[config.mk]
export PLATFORM = sky130hd
export DESIGN_NAME = afe2256_lvds_align_ctrl
export DESIGN_NICKNAME = d
export VERILOG_FILES = /design/src/rtl/afe2256_lvds_align_ctrl.sv
export SDC_FILE = /design/constraint.sdc
export NUM_CORES = 1
export LEC_CHECK = 0
export BUFFER_PORTS_ARGS = -buffer_cell sky130_fd_sc_hd__buf_2
export CAP_MARGIN = 20
export CORE_MARGIN = 2
export CORE_UTILIZATION = 42
export CTS_BUF_LIST = sky130_fd_sc_hd__clkbuf_8 sky130_fd_sc_hd__clkbuf_16
export CTS_CLUSTER_DIAMETER = 150
export DETAILED_ROUTE_END_ITERATION = 6
export GPL_TIMING_DRIVEN = 0
export PLACE_DENSITY = 0.71
export SETUP_SLACK_MARGIN = 0.5
export SLEW_MARGIN = 20
export SYNTH_ARGS = -nofsm -noshare
export SYNTH_HDL_FRONTEND = slang
export SYNTH_SLANG_ARGS = --single-unit
[constraint.sdc]
create_clock -name clk_sys -period 3.9 [get_ports clk_sys]
set_input_delay 0 -clock clk_sys [delete_from_list [all_inputs] [get_ports clk_sys]]
set_output_delay 0 -clock clk_sys [all_outputs]
set_load 0.005 [all_outputs]
[src/rtl/afe2256_lvds_align_ctrl.sv]
// AFE2256 LVDS link-training sequencer.
// Enables the AFE training pattern and waits for every channel to lock.
// It then walks the channels in order, issuing bitslips until each channel
// captures the training word. After that it reports per-channel status and
// link_ready, and retrains on its own if any channel loses lock.
module afe2256_lvds_align_ctrl #(
    parameter int          NUM_CHANNELS  = 14,
    parameter logic [11:0] TRAIN_PATTERN = 12'hFC0,
    parameter int          MAX_SLIPS     = 12,
    parameter int          SETTLE_CYCLES = 16,
    parameter int          MATCH_COUNT   = 8,
    parameter int          LOCK_TIMEOUT  = 65535
) (
    input  logic                         clk_sys,
    input  logic                         rst,
    input  logic                         start,
    input  logic [NUM_CHANNELS-1:0]      ch_locked,
    input  logic [NUM_CHANNELS-1:0]      ch_aligned,
    input  logic [NUM_CHANNELS-1:0][11:0] align_vector,
    output logic                         train_en,
    output logic [NUM_CHANNELS-1:0]      bitslip,
    output logic [NUM_CHANNELS-1:0]      ch_trained,
    output logic [NUM_CHANNELS-1:0]      ch_failed,
    output logic                         link_ready,
    output logic                         busy,
    output logic [3:0]                   cur_channel,
    output logic [7:0]                   retrain_count
);

    localparam logic [2:0] S_IDLE      = 3'd0;
    localparam logic [2:0] S_WAIT_LOCK = 3'd1;
    localparam logic [2:0] S_SETTLE    = 3'd2;
    localparam logic [2:0] S_CHECK     = 3'd3;
    localparam logic [2:0] S_SLIP      = 3'd4;
    localparam logic [2:0] S_NEXT      = 3'd5;
    localparam logic [2:0] S_DONE      = 3'd6;
    localparam logic [2:0] S_FAIL      = 3'd7;

    localparam int SW   = (MAX_SLIPS < 1) ? 1 : $clog2(MAX_SLIPS + 1);
    localparam int MW   = (MATCH_COUNT < 1) ? 1 : $clog2(MATCH_COUNT + 1);
    localparam int TMAX = (LOCK_TIMEOUT > SETTLE_CYCLES) ? LOCK_TIMEOUT : SETTLE_CYCLES;
    localparam int TW   = $clog2(TMAX + 1);

    logic [2:0]              state_q,   state_d;
    logic [3:0]              idx_q,     idx_d;
    logic [SW-1:0]           slip_q,    slip_d;
    logic [MW-1:0]           match_q,   match_d;
    logic [TW-1:0]           timer_q,   timer_d;
    logic                    train_en_q, train_en_d;
    logic [NUM_CHANNELS-1:0] bitslip_q, bitslip_d;
    logic [NUM_CHANNELS-1:0] trained_q, trained_d;
    logic [NUM_CHANNELS-1:0] failed_q,  failed_d;
    logic                    link_q,    link_d;
    logic                    busy_q,    busy_d;
    logic [3:0]              cur_q,     cur_d;
    logic [7:0]              retrain_q, retrain_d;

    logic all_locked;
    logic cur_match;
    logic begin_train;
    logic lock_lost;

    assign all_locked = &ch_locked;
    assign cur_match  = (align_vector[idx_q] == TRAIN_PATTERN) && ch_aligned[idx_q];

    // Next-state and next-output decode for the training sequencer
    always_comb begin
        state_d     = state_q;
        idx_d       = idx_q;
        slip_d      = slip_q;
        match_d     = match_q;
        timer_d     = timer_q;
        train_en_d  = train_en_q;
        bitslip_d   = '0;
        trained_d   = trained_q;
        failed_d    = failed_q;
        link_d      = link_q;
        busy_d      = busy_q;
        retrain_d   = retrain_q;
        begin_train = 1'b0;
        lock_lost   = 1'b0;

        case (state_q)
            S_IDLE, S_FAIL: begin
                if (start) begin
                    begin_train = 1'b1;
                end
            end
            S_WAIT_LOCK: begin
                if (all_locked) begin
                    state_d = S_SETTLE;
                    timer_d = '0;
                end else if (timer_q == TW'(LOCK_TIMEOUT - 1)) begin
                    failed_d   = ~ch_locked;
                    state_d    = S_FAIL;
                    busy_d     = 1'b0;
                    train_en_d = 1'b0;
                    link_d     = 1'b0;
                end else begin
                    timer_d = timer_q + TW'(1);
                end
            end
            S_SETTLE: begin
                if (!all_locked) begin
                    lock_lost = 1'b1;
                end else if (timer_q == TW'(SETTLE_CYCLES - 1)) begin
                    state_d = S_CHECK;
                    match_d = '0;
                end else begin
                    timer_d = timer_q + TW'(1);
                end
            end
            S_CHECK: begin
                if (!all_locked) begin
                    lock_lost = 1'b1;
                end else if (cur_match) begin
                    if (match_q == MW'(MATCH_COUNT - 1)) begin
                        trained_d[idx_q] = 1'b1;
                        state_d          = S_NEXT;
                    end else begin
                        match_d = match_q + MW'(1);
                    end
                end else if (slip_q >= SW'(MAX_SLIPS)) begin
                    failed_d[idx_q] = 1'b1;
                    state_d         = S_NEXT;
                end else begin
                    bitslip_d[idx_q] = 1'b1;
                    state_d          = S_SLIP;
                end
            end
            S_SLIP: begin
                if (!all_locked) begin
                    lock_lost = 1'b1;
                end else begin
                    slip_d  = slip_q + SW'(1);
                    timer_d = '0;
                    state_d = S_SETTLE;
                end
            end
            S_NEXT: begin
                if (idx_q == 4'(NUM_CHANNELS - 1)) begin
                    busy_d     = 1'b0;
                    train_en_d = 1'b0;
                    if (|failed_q) begin
                        state_d = S_FAIL;
                        link_d  = 1'b0;
                    end else begin
                        state_d = S_DONE;
                        link_d  = 1'b1;
                    end
                end else begin
                    idx_d   = idx_q + 4'd1;
                    slip_d  = '0;
                    timer_d = '0;
                    state_d = S_SETTLE;
                end
            end
            S_DONE: begin
                if (!all_locked) begin
                    begin_train = 1'b1;
                    if (retrain_q != 8'hFF) begin
                        retrain_d = retrain_q + 8'd1;
                    end
                end else if (start) begin
                    begin_train = 1'b1;
                end
            end
            default: begin
                state_d = S_IDLE;
            end
        endcase

        if (begin_train) begin
            state_d    = S_WAIT_LOCK;
            idx_d      = '0;
            slip_d     = '0;
            match_d    = '0;
            timer_d    = '0;
            trained_d  = '0;
            failed_d   = '0;
            busy_d     = 1'b1;
            train_en_d = 1'b1;
            link_d     = 1'b0;
        end

        if (lock_lost) begin
            state_d   = S_WAIT_LOCK;
            idx_d     = '0;
            slip_d    = '0;
            match_d   = '0;
            timer_d   = '0;
            trained_d = '0;
            bitslip_d = '0;
        end

        cur_d = busy_d ? idx_d : cur_q;
    end

    // State and registered outputs, cleared asynchronously by rst
    always_ff @(posedge clk_sys or posedge rst) begin
        if (rst) begin
            state_q    <= S_IDLE;
            idx_q      <= '0;
            slip_q     <= '0;
            match_q    <= '0;
            timer_q    <= '0;
            train_en_q <= 1'b0;
            bitslip_q  <= '0;
            trained_q  <= '0;
            failed_q   <= '0;
            link_q     <= 1'b0;
            busy_q     <= 1'b0;
            cur_q      <= '0;
            retrain_q  <= '0;
        end else begin
            state_q    <= state_d;
            idx_q      <= idx_d;
            slip_q     <= slip_d;
            match_q    <= match_d;
            timer_q    <= timer_d;
            train_en_q <= train_en_d;
            bitslip_q  <= bitslip_d;
            trained_q  <= trained_d;
            failed_q   <= failed_d;
            link_q     <= link_d;
            busy_q     <= busy_d;
            cur_q      <= cur_d;
            retrain_q  <= retrain_d;
        end
    end

    assign train_en      = train_en_q;
    assign bitslip       = bitslip_q;
    assign ch_trained    = trained_q;
    assign ch_failed     = failed_q;
    assign link_ready    = link_q;
    assign busy          = busy_q;
    assign cur_channel   = cur_q;
    assign retrain_count = retrain_q;

endmodule
==> metrics.md, run 1 <==
| Metric | Value |
|---|---|
| CTS tree | done |
| I/O Pins | 256 |
| Top-count cell post-synth | dfrtp_1 |
| Kind of critical path | reg -> reg |
| Area growth from synthesis to layout | 35.00% |
| Worst r2r src | idx_q[1] |
| Worst-path maximum fanout | 10 |
| # DRC | 0 |
| Hold Crit Class | in -> async |
| CTS Buf Count | 9 |
| Post-synth top flop | dfrtp_1 |
| Cell Count, Final, Fillers Out | 1090 |
| Row cnt | 42 |
| Total power | 3.448 mW |
| Library cells used by synthesis | 64 |
| RSZ-0062 raised after global routing | no |
| CP startpoint kind | register |
| Vias in the first global route | between 6000 and 7000 |
| Most frequent CP cell | buf_2 |
| Die Wd | 121.5 µm |
| Clk_skew | 0.009248 ns |
| Status | completed |
| Synth Register Bits | 88 |
| Vias | ~6300 |
| Initial Util | a little over two fifths |
| Fin nets | ~1100 |
| Slew margin rel. | between 50% and 60% |
| Vias per cell | approximately 5.8 |
| Worst R2R End | ch_failed[4] |
| CTS root buffer | clkbuf_16 |
| Cell family with most CP delay | compound AO/OA/AOI/OAI gates |
| Syn_nets | about 830 |
| Crit end category | register |
| Leading area contributor after synthesis | dfrtp_1 |
| Max Slew Vio Count | 0 |
| Fmax | between 300 and 400 MHz |
| Setup_tns | 0 ns |
| Async S/R FF share, synth | 100.0% |
| Pleak | around 3.7 nW |
| Share of post-route cells with drive strength above 1 | between 30% and 40% |
| Syn Area/Cell | 9.288 µm² |
| Clock latency at the later pin of the worst-skew pair | 0.34 ns |
| Path depth of the worst reg2reg path | 11 |
| Final setup vio count | 0 |
| Hold Fails Final Rpt | 0 |
| Post-route ant nets | 0 |
| Pin count of the biggest net entering global routing | 46 |
| Buffers and inverters on the worst path | 4 |
| Hold_ws | approximately 0.27 ns |
| Tot GR Track Use | a little under 30% |
| Commonest cells in the netlist | dfrtp_1 (88), nand2_1 (59), nor2_1 (51), mux2_2 (38), o21ai_0 (34) |
| Die Ht | 121.5 µm |
| Data required time of the worst path | 4.09 ns |
| Power per cell area | about 440 nW/µm² |
| Final HPWL DP | roughly 16000 µm |
| PortBufs | roughly 260 |
| GRT overflow | 0 |
| Antenna violations before repair | 3 |
| Post-synthesis sequential area ratio | a little under two fifths |
| Initial DRC count | between 700 and 800 |
| Synthesized area | 5796 µm² |
| Area contributors post-synth | dfrtp_1 (38%), mux2_2 (7.4%), mux4_2 (3.9%), nand2_1 (3.8%), nor2_1 (3.3%) |
| Top cell type's share of synthesized area | roughly 38% |
| Maxcap violations | 0 |
| Slew @ Worst Pin | slightly above 0.7 ns |
| Core area | ~13000 µm² |
| R2R Setup Slk | roughly 0.67 ns |
| Maximum VDD drop | a little under 300 µV |
| Final WL | approximately 21000 µm |
| Crit-path cells | buf_6 > buf_4 > buf_2 > mux4_2 > a32o_1 > a31oi_1 > o2111ai_1 > or4_4 > buf_2 > a311oi_1 > a211oi_1 |
| Number of flops mapped to enable cells by yosys | 0 |
| # H-tree levels | 3 |
| Synth Warn # | 0 |
| Crit path time final | roughly 3.2 ns |
| Slowest cell on crit path | or4_4 |
| First-pass GRT wire length | 32930 µm |
| Clk sink count | between 80 and 90 |
| # placed instances | between 1000 and 1500 |
| Drt first pass iters | 7 |
| RePlAce Congestion | roughly 0.93 |
| Deepest clock path buffer count | 2 |
| CP max stage delay | 0.52 ns |
| Tcrit/Tclk final | 82.70% |
| Worst Path Arrival | about 3.4 ns |
| Die area | 14760 µm² |
| Cell count after synthesis | about 620 |
| Final core utilization | between 50% and 60% |
| WL per Instance | ~19 µm |
| Clock Pin Slew Worst Setup and Hold Paths | around 0.060 ns |
==> metrics by stage <==
step	instance area [µm²]	setup slack (ns)
floorplan	5796	1.098
global placement	7292	0.4802
detailed placement	7315	0.4836
CTS	7791	0.5619
global route	7821	0.5111
finish	7824	0.6747
==> registers in the layout (all words and copies together), names as in the netlist, 8 cells and up <==
register	flops
retrain_count	8
timer_q	16
bitslip	14
ch_trained	14
ch_failed	14
==> placed cells by master, fill, tap and decap left out, types with 15 or more instances in the layout <==
master / instances
dlygate4sd3_1: 15
nand3_1: 19
clkbuf_1: 28
a21oi_1: 27
a311oi_1: 15
nor2_1: 50
mux2_2: 38
nand2_1: 59
buf_2: 262
dfrtp_1: 88
o21ai_0: 34
nor4_1: 21
==> power breakdown <==
group,switching (mW),internal [mW]
clock network,0.367,0.562
registers,0.0608,0.978
logic,0.881,0.599
total,1.31,2.14
==> layout make-up <==
cell class | instances | area, µm²
Buffer | 43 | 196.4
Clock inverter | 7 | 96.34
Inverter | 14 | 55.05
Multi-Input combinational cell | 479 | 3364
Sequential cell | 88 | 2202
Fill cell | 1254 | 5524
Clock buffer | 9 | 225.2
Tap cell | 176 | 220.2
Antenna cell | 1 | 2.502
Timing Repair Buffer | 273 | 1461
==> how the worst max path moves through the flow <==
stage                     startpoint            to  slack (ns)  cells past startpoint
after floorplan             idx_q[0]    match_q[2]        1.10                      9
after global placement      idx_q[1]    timer_q[4]        0.48                     11
after detailed placement    idx_q[3]   timer_q[14]        0.48                      9
after CTS                   idx_q[3]    timer_q[9]        0.56                      9
after global routing        idx_q[1]    timer_q[6]        0.51                     12
final                       idx_q[1]  ch_failed[4]        0.67                     11
==> what timing repair did <==
action | in CTS | in global routing
hold endpoints to repair | 58 | 0
gates resized for setup | 1 | 11
setup buffers | 0 | 2
pin swaps | 0 | 1
hold buffers | 15 | 0
setup endpoints to repair | 7 | 27
==> worst reg2reg max path, delay by kind of cell (launching register included) <==
kind | cells | cell delay (ns)
AOI/OAI and AO/OA | 5 | 1.00
buffers and inverters | 4 | 0.85
DFF | 1 | 0.38
muxes | 1 | 0.34
and+or+nand+nor | 1 | 0.52
==> per-layer routing <==
metal / up-vias / share of wire [%] / global-route usage, %
met5: - / 0.13 / 0
met1: 2995 / 44 / 41.69
li1: 2983 / - / -
met2: 330 / 44 / 42.87
met4: 4 / 1.3 / 6.968
met3: 32 / 10 / 7.848
==> logic make-up (layout without fill, tap and decap cells) <==
family | after synthesis | in the layout | synth area share (%)
simple gates | 235 | 235 | 21.44
compound gates | 175 | 175 | 21.20
flops | 88 | 88 | 38.00
buf+inv | 57 | 346 | 4.188
mux | 49 | 49 | 11.44
fa+ha+maj | 11 | 11 | 2.375
xor+xnor | 9 | 9 | 1.360
other cells | 0 | 1 | 0
(Power assumes the default switching activity.)
==> run 2: changes to the inputs <==
--- a/config.mk
+++ b/config.mk
@@ -5,6 +5,7 @@
 export SDC_FILE = /design/constraint.sdc
 export NUM_CORES = 1
 export LEC_CHECK = 0
+export ABC_AREA = 1
 export BUFFER_PORTS_ARGS = -buffer_cell sky130_fd_sc_hd__buf_2
 export CAP_MARGIN = 20
 export CORE_MARGIN = 2
@@ -13,7 +14,7 @@
 export CTS_CLUSTER_DIAMETER = 150
 export DETAILED_ROUTE_END_ITERATION = 6
 export GPL_TIMING_DRIVEN = 0
-export PLACE_DENSITY = 0.71
+export PLACE_DENSITY = 0.69
 export SETUP_SLACK_MARGIN = 0.5
 export SLEW_MARGIN = 20
 export SYNTH_ARGS = -nofsm -noshare
==> constraint.sdc (replaced) <==
create_clock -name clk_sys -period 3.2 [get_ports clk_sys]
set_input_delay 0 -clock clk_sys [delete_from_list [all_inputs] [get_ports clk_sys]]
set_output_delay 0 -clock clk_sys [all_outputs]
set_load 0.005 [all_outputs]
==> run 2 against run 1 <==
Net effect: global-route usage decreased by 1.8 points; critical endpoint is now timer_q[4]; sequential cell count unchanged; largest cell class unchanged; worst hold slack got worse by 0.27 ns; maximum frequency increased by 28%; cell area increased by 15%.
==> metrics.md, run 2 <==
| Metric | Value |
|---|---|
| Synth Register Bits | ~90 |
| Die Ht | roughly 130 µm |
| Place WS | 0.1961 ns |
| Leading area contributor after synthesis | dfrtp_1 |
| Setup_tns | 0 ns |
| First-pass GRT wire length | roughly 36000 µm |
| Slew @ Worst Pin | around 0.53 ns |
| Final WL | 23450 µm |
| Synth Warn # | 0 |
| GRT overflow | 0 |
| # H-tree levels | 3 |
| Multi-input gate area | 3626 µm² |
| Fmax | between 300 and 400 MHz |
| Clk_skew | 0.006837 ns |
| Max Slew Vio Count | 0 |
| Vias | between 7000 and 8000 |
| Antenna violations before repair | 2 |
| Clock latency at the later pin of the worst-skew pair | about 0.34 ns |
| Multiplexer share of the synthesized area | 0.1671% |
| Cell count after synthesis | between 1000 and 1500 |
| Slew margin rel. | 64.34% |
| Hold Fails Final Rpt | 0 |
| Power per cell area | 647.3 nW/µm² |
| Library cells used by synthesis | 38 |
| Status | completed |
| Data required time of the worst path | approximately 3.5 ns |
| Tot GR Track Use | 26.99% |
| Clk sink count | 88 |
| Core area | roughly 16000 µm² |
| Compound-cell area share of the yosys netlist | under 10% |
| Deepest clock path buffer count | 2 |
| Post-synth top flop | dfrtp_1 |
| CTS root buffer | clkbuf_16 |
| Share of post-route cells with drive strength above 1 | 25.22% |
| Vias per cell | ~5 |
| Reg with most FFs | timer_q |
| Final HPWL DP | around 18000 µm |
| Placed inst area | 8317 µm² |
| Crit path time final | about 2.5 ns |
| Worst Path Arrival | ~2.8 ns |
| Syn_nets | 1288 |
| I/O Pins | ~260 |
| Most frequent cells in the layout | nand2_1 (354), buf_2 (275), inv_1 (177) |
| RSZ-0062 raised after global routing | yes |
| Post-route ant nets | 0 |
| Final core utilization | 56.86% |
| Crit end category | register |
| Final setup vio count | 0 |
| Die area | 17080 µm² |
| Number of flops mapped to enable cells by yosys | 0 |
| RePlAce Congestion | between 0.9 and 1 |
| Syn Area/Cell | about 6.3 µm² |
| FF/Latch Area | between 2000 and 2500 µm² |
| Fin nets | around 1600 |
| CTS tree | done |
| Hold Crit Class | in -> reg |
| Pleak | a little over 5 nW |
| PortBufs | 255 |
| # DRC | 0 |
| Worst-path maximum fanout | 10 |
| Kind of critical path | reg -> reg |
| Die Wd | about 130 µm |
| Maximum VDD drop | roughly 520 µV |
| Setup slack after layout | between 0.6 and 0.7 ns |
| Synth Area in Adders | under 10% |
| Top-count cell post-synth | nand2_1 |
| WL per Instance | about 15 µm |
| Max reg flops | 16 |
| Post-synthesis sequential area ratio | roughly 33% |
| Area growth from synthesis to layout | 33.04% |
| CTS Buf Count | 9 |
| Area contributors post-synth | dfrtp_1 (33%), nand2_1 (20%), inv_1 (10%), nand3_1 (7.2%), nor2_1 (5.7%) |
| Synthesized area | 6740 µm² |
| Post-Synth XOR/XNOR Area | slightly above 3% |
| Vias in the first global route | ~7000 |
| Commonest cells in the netlist | nand2_1 (355), inv_1 (182), nor2_1 (102), nand3_1 (97), dfrtp_1 (88) |
| Row cnt | 46 |
| CP startpoint kind | register |
| Drt first pass iters | 6 |
| Maxcap violations | 0 |
| Simple-gate area share of the yosys netlist | 40.71% |
| Largest family of logic cells by synthesized area | simple AND/OR/NAND/NOR gates |
| FILL cells | ~1600 |
| Initial Util | between 40% and 50% |
| Async S/R FF share, synth | 100.0% |
| Top cell type's share of synthesized area | 32.67% |
| Final instance area | 8967 µm² |
| Initial DRC count | approximately 670 |
| Tcrit/Tclk final | 78.90% |
| Clock Pin Slew Worst Setup and Hold Paths | about 0.060 ns |
| Pin count of the biggest net entering global routing | 51 |
| Most common cell after layout, fill and taps aside | nand2_1 |
run 2: cell types whose count changed in the layout (fill, tap and decap cells not counted), sizes merged, moves of 32 or more:
cell	change
nand3	+78
buf	+32
mux2	-37
nor2	+57
inv	+168
nand2	+298
run 2: kinds of logic (layout without fill, tap and decap cells):
family | count (synthesis) | in the layout
AO/OA/AOI/OAI | 84 | 84
XOR/XNOR | 24 | 24
adder cells (fa/ha/maj) | 11 | 11
buffers and inverters | 228 | 526
flip-flops | 88 | 88
multiplexers | 1 | 1
other | 0 | 2
AND/OR/NAND/NOR | 642 | 642
run 2: metal layers:
layer | share of wire, % | vias to the layer above | GRT usage, % | wire [µm]
met5 | 0 | - | 0 | 0
met4 | 2.6 | 0 | 8.698 | 604
met3 | 6.9 | 44 | 5.375 | 1624
met2 | 46 | 284 | 43.01 | 10750
met1 | 45 | 3510 | 37.05 | 10470
li1 | - | 3966 | - | -
run 2: area by class of cell:
type	count	area share, %
inverters	186	7.883
flip-flops and latches	88	24.56
repair buffers	281	17.18
multi-input cells	762	40.44
well taps	216	3.014
clock buffers	12	2.972
clock inverters	4	0.8372
repair inverters	1	0.05581
plain buffers	42	3.014
diodes	2	0.05581
run 2: critical path: stages (launching register included):
cell,delay [ns]
dfrtp_1,0.41
buf_6,0.16
inv_2,0.08
buf_8,0.11
buf_8,0.10
ha_2,0.18
inv_4,0.07
nor2_4,0.12
inv_2,0.08
nor2_2,0.14
inv_2,0.09
o21ai_0,0.08
inv_1,0.05
o211ai_1,0.17
nand2_2,0.23
buf_4,0.22
o22ai_1,0.14
run 2: timing repair:
| item | 4_1_cts | 5_1_grt |
|---|---|---|
| gates cloned | 0 | 2 |
| setup endpoints to repair | 18 | 53 |
| hold buffers | 13 | 0 |
| endpoints found under the hold margin | 50 | 0 |
| resized for setup | 5 | 20 |
| pin swaps | 1 | 4 |
| buffers inserted | 3 | 8 |
run 2: power breakdown:
group / leakage, nW / internal (mW) / switching (mW) / total (mW)
Combinational: 3.78 / 1.15 / 1.97 / 3.12
Clock: 0.161 / 0.748 / 0.425 / 1.17
Sequential: 1.17 / 1.32 / 0.193 / 1.51
Total: 5.11 / 3.21 / 2.59 / 5.80
run 2: final timing paths:
path	startpoint	to	slack (ns)	cells past startpoint
min in group asynchronous	rst	ch_failed[0]	0.24	3
worst min-delay path	ch_locked[12]	ch_failed[12]	0.001	4
worst min register to register	train_en	train_en	0.48	2
worst max-delay path	idx_q[1]	timer_q[4]	0.68	16
max in group asynchronous	rst	idx_q[3]	2.35	4
worst max register to register	idx_q[1]	timer_q[4]	0.68	16
run 2: stage by stage:
stage	hold slack [ns]	std cells	power (mW)
detailed placement	0.07630	1550	4.389
CTS	0.001295	1582	5.655
finish	0.001450	1594	5.805
global placement	0.3191	1549	4.350
global route	0.01409	1594	6.306
floorplan	0.2062	1078	3.489
==> run 3: changes to the inputs <==
--- a/config.mk
+++ b/config.mk
@@ -5,7 +5,7 @@
 export SDC_FILE = /design/constraint.sdc
 export NUM_CORES = 1
 export LEC_CHECK = 0
-export ABC_AREA = 1
+export ABC_AREA = 0
 export BUFFER_PORTS_ARGS = -buffer_cell sky130_fd_sc_hd__buf_2
 export CAP_MARGIN = 20
 export CORE_MARGIN = 2
@@ -14,7 +14,7 @@
 export CTS_CLUSTER_DIAMETER = 150
 export DETAILED_ROUTE_END_ITERATION = 6
 export GPL_TIMING_DRIVEN = 0
-export PLACE_DENSITY = 0.69
+export PLACE_DENSITY = 0.71
 export SETUP_SLACK_MARGIN = 0.5
 export SLEW_MARGIN = 20
 export SYNTH_ARGS = -nofsm -noshare
==> constraint.sdc (replaced) <==
create_clock -name clk_sys -period 2.6 [get_ports clk_sys]
set_input_delay 0 -clock clk_sys [delete_from_list [all_inputs] [get_ports clk_sys]]
set_output_delay 0 -clock clk_sys [all_outputs]
set_load 0.005 [all_outputs]
==> run 3 against run 2 <==
Net effect: the flow now finishes with violations (negative setup slack); critical endpoint is now ch_failed[6]; combinational power is 12% lower; utilization is 7.8 points higher; critical path type unchanged; sequential power rose by 3%; power down 2.9%; cell area decreased by 3.7%; sequential share of layout area rose by 0.98 points; highest routed layer unchanged.
==> metrics.md, run 3 (same netlist as run 1, synthesis figures left out) <==
| Metric | Value |
|---|---|
| # DRC | 0 |
| Final setup vio count | between 40 and 50 |
| Cell family with most CP delay | simple AND/OR/NAND/NOR gates |
| Cell Count, Final, Fillers Out | around 1100 |
| Fmax | about 350 MHz |
| GRT overflow | 0 |
| CTS tree | done |
| N_diodes | 0 |
| Die area | ~15000 µm² |
| Vias in the first global route | roughly 6300 |
| Slew @ Worst Pin | around 0.79 ns |
| Clock latency at the later pin of the worst-skew pair | 0.34 ns |
| Setup crit end | ch_failed[6] |
| Max Slew Vio Count | 0 |
| Row cnt | 42 |
| Tot GR Track Use | 28.68% |
| Vias per cell | between 5 and 6 |
| Critical path origin | idx_q[0] |
| WL per Instance | slightly below 20 µm |
| Most common cell after layout, fill and taps aside | buf_2 |
| Kind of critical path | reg -> reg |
| Worst-path maximum fanout | 10 |
| Crit end category | register |
| Post-route ant nets | 0 |
| Pleak | 4.011 nW |
| Vias | about 6600 |
| Hold Crit Class | in -> async |
| Share of post-route cells with drive strength above 1 | about half |
| Place WS | -0.4199 ns |
| Deepest clock path buffer count | 2 |
| Total power | between 5 and 6 mW |
| Final WL | ~22000 µm |
| Worst R2R End | ch_failed[6] |
| Critical path depth | 10 |
| Clk_skew | a little under 0.009 ns |
| Clk sink count | 88 |
| Antenna violations before repair | 0 |
| Crit-path cells | buf_6 > nor3b_2 > a222oi_1 > nand2_1 > a41o_1 > o2111ai_2 > or4_4 > buf_6 > a311oi_2 > a211oi_1 |
| Tcrit/Tclk final | 111.3% |
| # placed instances | 1057 |
| Buffers and inverters on the worst path | 2 |
| FILL cells | between 1000 and 1500 |
| Worst r2r src | idx_q[0] |
| Clock Pin Slew Worst Setup and Hold Paths | 0.06 ns |
| R2R Setup Slk | -0.29 ns |
| Die Wd | between 100 and 150 µm |
| # H-tree levels | 3 |
| RSZ-0062 raised after global routing | yes |
| Initial Util | a little over two fifths |
| Placed inst area | approximately 7400 µm² |
| Most frequent CP cell | buf_6 |
| Hold Fails Final Rpt | 0 |
| Drt first pass iters | 5 |
| Max reg flops | 16 |
| Fin nets | between 1000 and 1500 |
| First-pass GRT wire length | 32950 µm |
| I/O Pins | 256 |
| Setup_tns | -9.913 ns |
| Status | finished, violations left |
| Initial DRC count | roughly 540 |
| Final HPWL DP | 15980 µm |
| Slowest cell on crit path | or4_4 |
| Pin count of the biggest net entering global routing | 35 |
| Path depth of the worst reg2reg path | 10 |
| RePlAce Congestion | about 0.9 |
| PortBufs | 255 |
| Maximum VDD drop | 534.5 µV |
| Crit path time final | 2.895 ns |
| Core area | between 10000 and 15000 µm² |
| Failing checks | negative setup slack |
| CP startpoint kind | register |
| Setup slack after layout | -0.2950 ns |
| Reg with most FFs | timer_q |
| CTS Buf Count | 9 |
| Area growth from synthesis to layout | 48.99% |
| Maxcap violations | 0 |
| Worst Path Arrival | ~3.1 ns |
| CP max stage delay | 0.46 ns |
| Slew margin rel. | a little under half |
| Power per cell area | around 650 nW/µm² |
| Data required time of the worst path | approximately 2.8 ns |
| Most frequent cells in the layout | buf_2 (256), dfrtp_1 (86), nand2_1 (59) |
| CTS root buffer | clkbuf_16 |
| Final instance area | around 8600 µm² |
| Die Ht | roughly 120 µm |
[run 3: through the flow]
step,utilization (%),hold WS [ns]
3_5_place_dp,55.63,0.1010
3_3_place_gp,55.33,0.2030
2_1_floorplan,-,0.09441
6_report,64.69,0.2631
4_1_cts,61.43,0.2769
5_1_grt,64.69,0.3140
[run 3: report_power, final]
part / switching, mW / internal, mW
registers: 0.0884 / 1.47
logic: 1.54 / 1.21
clock network: 0.531 / 0.795
total: 2.16 / 3.47
[run 3: worst min path at each step]
stage                    endpoint  slack, ns  depth (start not counted)
floorplan            ch_failed[0]       0.09                          1
global route          timer_q[13]       0.31                          3
finish                timer_q[13]       0.26                          3
global placement    ch_failed[12]       0.20                          2
CTS                   timer_q[13]       0.28                          3
detailed placement    timer_q[12]       0.10                          2
[run 3: metal layers]
layer	routed length [µm]	share of wire (%)	track usage (%)	vias up
li1	-	-	-	3040
met1	9851	45	41.35	3216
met2	9916	45	43.29	293
met3	1869	8.5	7.754	24
met4	230	1.1	5.963	0
met5	0	0	0	-
[run 3: layout make-up]
class	instances	area, µm²	share of cell area [%]
Buffer	43	304.0	3.521
Clock buffer	11	252.7	2.927
Clock inverter	5	55.05	0.6376
Inverter	14	67.56	0.7825
Multi-Input combinational cell	479	3866	44.78
Sequential cell	88	2205	25.53
Tap cell	176	220.2	2.550
Timing Repair Buffer	294	1664	19.27
[run 3: tightest hold or removal path, delay by kind of cell]
kind	cells	cell delay, ns
buffers and inverters	3	1.05
[run 3: timing repair]
item / 4_1_cts / 5_1_grt
pin swaps: 9 / 12
hold buffers: 15 / 0
setup endpoints to repair: 83 / 78
cloned: 0 / 2
setup buffers: 11 / 9
endpoints found under the hold margin: 38 / 0
resized for setup: 48 / 90
